`config.mk`:
```
export PLATFORM = sky130hd
export DESIGN_NAME = dpi_stream_dispatch
export DESIGN_NICKNAME = d
export VERILOG_FILES = /design/src/rtl/dpi_pkg.sv /design/src/rtl/dpi_flow_table.sv /design/src/rtl/dpi_stream_dispatch.sv
export SDC_FILE = /design/constraint.sdc
export NUM_CORES = 2
export LEC_CHECK = 0
export BUFFER_PORTS_ARGS = -buffer_cell sky130_fd_sc_hd__buf_2
export CORE_AREA = 2 2 744 524
export CTS_BUF_LIST = sky130_fd_sc_hd__clkbuf_16
export CTS_CLUSTER_DIAMETER = 150
export CTS_CLUSTER_SIZE = 14
export DETAILED_ROUTE_END_ITERATION = 8
export DIE_AREA = 0 0 746 526
export GPL_TIMING_DRIVEN = 0
export SLEW_MARGIN = 20
export SYNTH_ARGS = -nofsm -noshare
export SYNTH_HDL_FRONTEND = slang
export SYNTH_SLANG_ARGS = --single-unit
```
`constraint.sdc`:
```
create_clock -name clk -period 16.75 [get_ports clk]
set_input_delay 3.35 -clock clk [delete_from_list [all_inputs] [get_ports clk]]
set_output_delay 3.35 -clock clk [all_outputs]
set_load 0.005 [all_outputs]
```
`src/rtl/dpi_pkg.sv`:
```
// Shared definitions for the DPI stream dispatch block: FSM encoding,
// stream-id geometry and default matcher spacing.
package dpi_pkg;

    localparam int STREAM_ID_W       = 6;
    localparam int NUM_STREAMS       = 64;
    localparam int DEFAULT_LOAD_GAP  = 2;
    localparam int DEFAULT_EOP_DRAIN = 3;

    typedef enum logic [2:0] {
        ST_IDLE,
        ST_HDR,
        ST_LOOKUP,
        ST_LOAD,
        ST_GAP,
        ST_STREAM,
        ST_DRAIN,
        ST_EOP
    } dpi_state_e;

endpackage

```
`src/rtl/dpi_flow_table.sv`:
```
// 64-entry flow key store: parallel lookup, round-robin allocation on miss.
module dpi_flow_table
    import dpi_pkg::*;
#(
    parameter int KEY_W = 32
) (
    input  logic                   clk,
    input  logic                   rst_n,
    input  logic [KEY_W-1:0]       key,
    input  logic                   alloc_en,
    output logic [STREAM_ID_W-1:0] lookup_id,
    output logic                   lookup_new
);

    logic [KEY_W-1:0]       keys [NUM_STREAMS];
    logic [NUM_STREAMS-1:0] valid;
    logic [STREAM_ID_W-1:0] alloc_ptr;
    logic                   hit;
    logic [STREAM_ID_W-1:0] hit_idx;

    // Allocation never duplicates a key, so at most one entry can match.
    always_comb begin
        hit     = 1'b0;
        hit_idx = '0;
        for (int i = 0; i < NUM_STREAMS; i++) begin
            if (valid[i] && (keys[i] == key)) begin
                hit     = 1'b1;
                hit_idx = STREAM_ID_W'(i);
            end
        end
    end

    assign lookup_id  = hit ? hit_idx : alloc_ptr;
    assign lookup_new = !hit;

    always_ff @(posedge clk) begin
        if (!rst_n) begin
            valid     <= '0;
            alloc_ptr <= '0;
        end else if (alloc_en && !hit) begin
            valid[alloc_ptr] <= 1'b1;
            alloc_ptr        <= alloc_ptr + STREAM_ID_W'(1);
        end
    end

    always_ff @(posedge clk) begin
        if (alloc_en && !hit) begin
            keys[alloc_ptr] <= key;
        end
    end

endmodule

```
`src/rtl/dpi_stream_dispatch.sv`:
```
// Regex-matcher transmit side: parses packets, maps flow keys to stream ids
// and drives the matcher bank with load/char/eop spacing, collecting results.
module dpi_stream_dispatch
    import dpi_pkg::*;
#(
    parameter int NUM_REGEX = 8,
    parameter int KEY_BYTES = 4,
    parameter int LOAD_GAP  = DEFAULT_LOAD_GAP,
    parameter int EOP_DRAIN = DEFAULT_EOP_DRAIN
) (
    input  logic                 clk,
    input  logic                 rst_n,
    input  logic [7:0]           pkt_data,
    input  logic                 pkt_vld,
    input  logic                 pkt_eop,
    output logic                 pkt_rdy,
    input  logic                 cfg_we,
    input  logic [5:0]           cfg_addr,
    input  logic [NUM_REGEX-1:0] cfg_data,
    output logic                 load_state,
    output logic                 new_stream_id,
    output logic [5:0]           stream_id,
    output logic [NUM_REGEX-1:0] enable,
    output logic [7:0]           char_in,
    output logic                 char_in_vld,
    output logic                 eop,
    input  logic [NUM_REGEX-1:0] fired,
    output logic                 result_vld,
    output logic [NUM_REGEX-1:0] result_fired,
    output logic [5:0]           result_stream_id,
    output logic [15:0]          drop_cnt
);

    localparam int               KEY_W      = 8 * KEY_BYTES;
    localparam int               HCNT_W     = $clog2(KEY_BYTES + 1);
    localparam logic [HCNT_W-1:0] HCNT_LAST = HCNT_W'(KEY_BYTES - 1);
    // Payload byte accepted LOAD_GAP-1 cycles after load_state reaches the
    // matchers LOAD_GAP cycles after it; an empty payload waits as if one did.
    localparam logic [7:0] WAIT_GAP   = 8'(LOAD_GAP - 3);
    localparam logic [7:0] WAIT_EMPTY = 8'(LOAD_GAP + EOP_DRAIN - 2);
    localparam logic [7:0] WAIT_DRAIN = 8'(EOP_DRAIN - 1);

    dpi_state_e             state_q, state_d;
    logic [HCNT_W-1:0]      hcnt_q;
    logic [KEY_W-1:0]       key_p0;
    logic                   zero_pay_q;
    logic [7:0]             wait_q;
    logic [STREAM_ID_W-1:0] stream_id_q;
    logic                   new_q;
    logic [NUM_REGEX-1:0]   enable_q;
    logic [7:0]             char_in_p1;
    logic                   char_in_vld_p1;
    logic [15:0]            drop_cnt_q;
    logic [NUM_REGEX-1:0]   en_tab [NUM_STREAMS];
    logic [STREAM_ID_W-1:0] lookup_id;
    logic                   lookup_new;
    logic                   xfer;
    logic                   eop_c;

    function automatic logic [15:0] sat_inc(input logic [15:0] v);
        return (v == 16'hFFFF) ? v : v + 16'd1;
    endfunction

    dpi_flow_table #(.KEY_W(KEY_W)) u_flow_table (
        .clk        (clk),
        .rst_n      (rst_n),
        .key        (key_p0),
        .alloc_en   (state_q == ST_LOOKUP),
        .lookup_id  (lookup_id),
        .lookup_new (lookup_new)
    );

    assign xfer = pkt_vld && pkt_rdy;

    always_comb begin
        state_d    = state_q;
        pkt_rdy    = 1'b0;
        load_state = 1'b0;
        eop_c      = 1'b0;
        case (state_q)
            ST_IDLE:   if (pkt_vld) state_d = ST_HDR;
            ST_HDR: begin
                pkt_rdy = 1'b1;
                if (xfer) begin
                    if (hcnt_q == HCNT_LAST) state_d = ST_LOOKUP;
                    else if (pkt_eop)        state_d = ST_IDLE;
                end
            end
            ST_LOOKUP: state_d = ST_LOAD;
            ST_LOAD: begin
                load_state = 1'b1;
                if (zero_pay_q)        state_d = ST_DRAIN;
                else if (LOAD_GAP > 2) state_d = ST_GAP;
                else                   state_d = ST_STREAM;
            end
            ST_GAP:    if (wait_q == 8'd0) state_d = ST_STREAM;
            ST_STREAM: begin
                pkt_rdy = 1'b1;
                if (xfer && pkt_eop) state_d = ST_DRAIN;
            end
            ST_DRAIN:  if (wait_q == 8'd0) state_d = ST_EOP;
            ST_EOP: begin
                eop_c   = 1'b1;
                state_d = ST_IDLE;
            end
            default:   state_d = ST_IDLE;
        endcase
    end

    always_ff @(posedge clk) begin
        if (!rst_n) begin
            state_q        <= ST_IDLE;
            hcnt_q         <= '0;
            zero_pay_q     <= 1'b0;
            wait_q         <= '0;
            stream_id_q    <= '0;
            new_q          <= 1'b0;
            enable_q       <= '0;
            char_in_vld_p1 <= 1'b0;
            drop_cnt_q     <= '0;
        end else begin
            state_q        <= state_d;
            char_in_vld_p1 <= xfer && (state_q == ST_STREAM);
            case (state_q)
                ST_IDLE: hcnt_q <= '0;
                ST_HDR: begin
                    if (xfer) begin
                        hcnt_q <= hcnt_q + HCNT_W'(1);
                        if (hcnt_q == HCNT_LAST) zero_pay_q <= pkt_eop;
                        else if (pkt_eop)        drop_cnt_q <= sat_inc(drop_cnt_q);
                    end
                end
                ST_LOOKUP: begin
                    stream_id_q <= lookup_id;
                    new_q       <= lookup_new;
                    enable_q    <= en_tab[lookup_id];
                end
                ST_LOAD:   wait_q <= zero_pay_q ? WAIT_EMPTY : WAIT_GAP;
                ST_GAP,
                ST_DRAIN:  wait_q <= wait_q - 8'd1;
                ST_STREAM: if (xfer && pkt_eop) wait_q <= WAIT_DRAIN;
                default: ;
            endcase
        end
    end

    // Header shift (first byte ends up most significant) and payload stage.
    always_ff @(posedge clk) begin
        if ((state_q == ST_HDR) && xfer) key_p0 <= {key_p0[KEY_W-9:0], pkt_data};
        char_in_p1 <= pkt_data;
    end

    always_ff @(posedge clk) begin
        if (!rst_n) begin
            for (int i = 0; i < NUM_STREAMS; i++) en_tab[i] <= '0;
        end else if (cfg_we) begin
            en_tab[cfg_addr] <= cfg_data;
        end
    end

    assign new_stream_id    = load_state && new_q;
    assign stream_id        = stream_id_q;
    assign enable           = enable_q;
    assign char_in          = char_in_p1;
    assign char_in_vld      = char_in_vld_p1;
    assign eop              = eop_c;
    assign result_vld       = eop_c;
    assign result_fired     = eop_c ? (fired & enable_q) : '0;
    assign result_stream_id = eop_c ? stream_id_q : '0;
    assign drop_cnt         = drop_cnt_q;

endmodule

```
==> results.tsv <==
stage	metric	value	unit
status	status	completed	
setup_path	Setup crit start kind	flip-flop	
setup_path	Worst EP required	17.55	ns
detailed_routing	vias per cell	5.89	
cells_and_area	Layout Cells excl Fill	14500	
clock_network	TritonCTS clock tree	built	
timing	final period utilization	0.549	
placement	DP Wirelength	361000	um
timing	Slew headroom	0.110	
pwr	P_leak	47.3	nW
setup_path	CP cell instances	buf_8 > buf_8 > buf_8 > buf_4 > buf_6 > buf_6 > buf_4 > xnor2_1 > nand2_1 > nor4_1 > nand3_1 > a21oi_1 > nand3_1 > a31o_2 > a21oi_1 > buf_6 > buf_6 > buf_4 > mux2_2 > o21ai_0 > a21oi_1 > o2111a_1	
global_routing	total gr overflow	0	
timing	Tmin final	9.20	ns
synthesis	share of Yosys cell area claimed by the top area cell type	0.633	
setup_path	Setup crit start	key_p0[13]	
clock_network	Max clock buf depth	4	
synthesis	Mapped Avg Cell Area	14.3	um^2
die	Die X	746	um
detailed_routing	post-route ant nets	0	
min_path	Hold Crit Start	u_flow_table.valid[43]	
clock_network	clk slew on worst S/H paths	0.07	ns
setup_path	Crit-path slowest cell	o21ai_0	
detailed_routing	drt first pass iters	8	
synthesis	count of cell types in the netlist	100	
clock_network	later-pin clock latency in the skew report	0.96	ns
timing	fmax	0.109	GHz
die	I/O pins	93	
global_routing	global-route wire length before repair	681000	um
detailed_routing	Via Count	85700	
synthesis	Post-synth EDFFs	2592	
synthesis	ys async rst share	0	
timing	RSZ-0062 raised after global routing	false	
synthesis	Post-Syn Instances	8594	
placement	port bufs	83	
synthesis	top_reg_cell synth	edfxtp_1	
clock_network	Root Buffer	clkbuf_16	
min_path	path type of the worst min-delay path	flip-flop to flip-flop	
synthesis	Seq/Total Area, Yosys	0.654	
timing	Max Slew Vio Count	0	
clock_network	clock sink count	2717	
global_routing	initial antenna violation count	36	
clock_network	H-tree depth	4	
clock_network	cts hold-fix bufs	0	
setup_path	critical setup path kind	flip-flop to flip-flop	
clock_network	Post-CTS Setup Bufs	0	
setup_path	critical path fanouts, max	10	
detailed_routing	WL final	514000	um
timing	Hold Vio Cnt, Final	0	
cells_and_area	Fillers	36300	
detailed_routing	DRT iter0 DRCs	17300	
die	Core Box Area	385000	um^2
pwr	maximum vdd drop	0.000103	V
die	Initial Utilization	0.319	
synthesis	count leader, synth	edfxtp_1	
detailed_routing	Residual DRC	0	
placement	GP Congestion	0.987	
synthesis	#FFs+latches synth	2717	
cells_and_area	area grow syn2layout	16.1	%
cells_and_area	layout cell share with drive strength beyond 1	0.123	
synthesis	synth cell count leaders	edfxtp_1, xor2_1, nor4_1	
timing	clk_skew	0.0962	ns
detailed_routing	drt wl/cell	35.3	um
global_routing	GR Util All Layers	0.251	
synthesis	synthesized net count	8635	
pwr	PnR Total Power	14.4	mW
setup_path	worst flop-to-flop path startpoint	key_p0[13]	
pwr	Cell Pwr Density	101	nW/um^2
setup_path	CP endpoint kind	flip-flop	
synthesis	post-synth top area cell	edfxtp_1	
job	Max-Cap Viols	0	
die	Rows	191	
setup_path	crit-path max cell delay	0.95	ns
synthesis	post-synth design cell area	123000	um^2
synthesis	cells taking the most area after synthesis	edfxtp_1, xor2_1, xnor2_1	
setup_path	WP data arrival	10.01	ns
cells_and_area	Layout Nets	9297	
timing	Final setup viols	0	
clock_network	CTS Buf Count	220	
placement	dpl cells	14100	
die	Die Height	526	um
clock_network	post-CTS sizing	0	
synthesis	Synth Warn #	0	
die	die area	392000	um^2
timing	Worst Max-Slew Pin Slew	1.32	ns
global_routing	largest net degree at the start of global routing	34	
global_routing	vias in the first global route	78700	
setup_path	CP dominant cell by count	buf_6	
cells by family after synthesis:
group,share of synthesized area
compound gates,0.0276
xor+xnor,0.145
fa+ha+maj,0.000611
buf+inv,0.0248
flops,0.654
mux,0.0182
simple gates,0.130
cell type report:
type | instances | area (um^2) | area share
inverters | 45 | 169 | 0.00118
well taps | 5114 | 6400 | 0.0448
flip-flops and latches | 2717 | 80300 | 0.563
repair buffers | 440 | 6530 | 0.0457
multi-input cells | 5422 | 40100 | 0.281
diodes | 13 | 32.5 | 0.000228
plain buffers | 410 | 2890 | 0.0202
clock inverters | 163 | 678 | 0.00475
clock buffers | 223 | 5580 | 0.0391
cell usage in the layout (no fill, tap or decap), types with 56 or more instances in the layout:
| cell type | count |
|---|---|
| nand4b_1 | 62 |
| buf_8 | 225 |
| nand2_1 | 228 |
| xor2_1 | 1473 |
| clkbuf_1 | 102 |
| and2_1 | 540 |
| nor3_1 | 126 |
| buf_2 | 151 |
| buf_4 | 142 |
| dfxtp_1 | 125 |
| o21a_1 | 69 |
| mux2i_1 | 175 |
| nor2_4 | 61 |
| xnor2_1 | 564 |
| nand4_1 | 309 |
| o21ai_1 | 66 |
| edfxtp_1 | 2592 |
| clkbuf_16 | 223 |
| nor4_1 | 654 |
| buf_6 | 114 |
| buf_16 | 72 |
| or4_1 | 56 |
| nor2_1 | 172 |
| inv_1 | 198 |
| nand3_1 | 190 |
per-stage QoR:
step	utilization	hold slack (ns)	instance area, um^2	setup slack, ns	setup TNS, ns
floorplan	-	0.434	123000	7.78	0
global placement	0.337	0.448	130000	-0.230	-7.34
detailed placement	0.354	0.464	136000	8.23	0
CTS	0.370	0.483	143000	8.17	0
global route	0.370	0.504	143000	7.86	0
finish	0.370	0.484	143000	7.55	0
registers in the layout, summed over array words and instances (netlist names):
register and count:
u_flow_table.valid 64, u_flow_table.alloc_ptr 6, u_flow_table.keys 2048, char_in_vld 1, drop_cnt 16, state_q 3, wait_q 8, key_p0 32
char_in 8, en_tab 512, enable 8, new_q 1, hcnt_q 3, zero_pay_q 1, stream_id 6
worst max-delay path, delay by kind of cell (launching register included):
kind,cells,cell delay (ns)
buffers and inverters,10,3.16
AO/OA/AOI/OAI,6,2.71
AND/OR/NAND/NOR,4,1.76
flip-flops,1,0.72
multiplexers,1,0.38
XOR/XNOR,1,0.17
final timing paths:
check | endpoint | slack, ns | depth (start not counted)
setup / recovery | enable[2] | 7.55 | 22
hold / removal | u_flow_table.valid[43] | 0.48 | 1
setup reg to reg | enable[2] | 7.55 | 22
hold reg to reg | u_flow_table.valid[43] | 0.48 | 1
routing by layer:
| layer | vias up | part of all wire | routed length (um) | track usage |
|---|---|---|---|---|
| met4 | 18 | 0.053 | 27100 | 0.107 |
| met2 | 7666 | 0.39 | 202000 | 0.345 |
| li1 | 33600 | - | - | - |
| met3 | 1305 | 0.17 | 86900 | 0.0980 |
| met5 | - | 0.00024 | 121 | 0 |
| met1 | 43200 | 0.38 | 197000 | 0.349 |
report_power, final:
part           switching, mW  internal [mW]  total (mW)
registers             0.0497           7.55        7.60
logic                   1.39          0.490        1.88
clock network           2.53           2.39        4.93
total                   3.98           10.4        14.4
(Power assumes the default switching activity.)
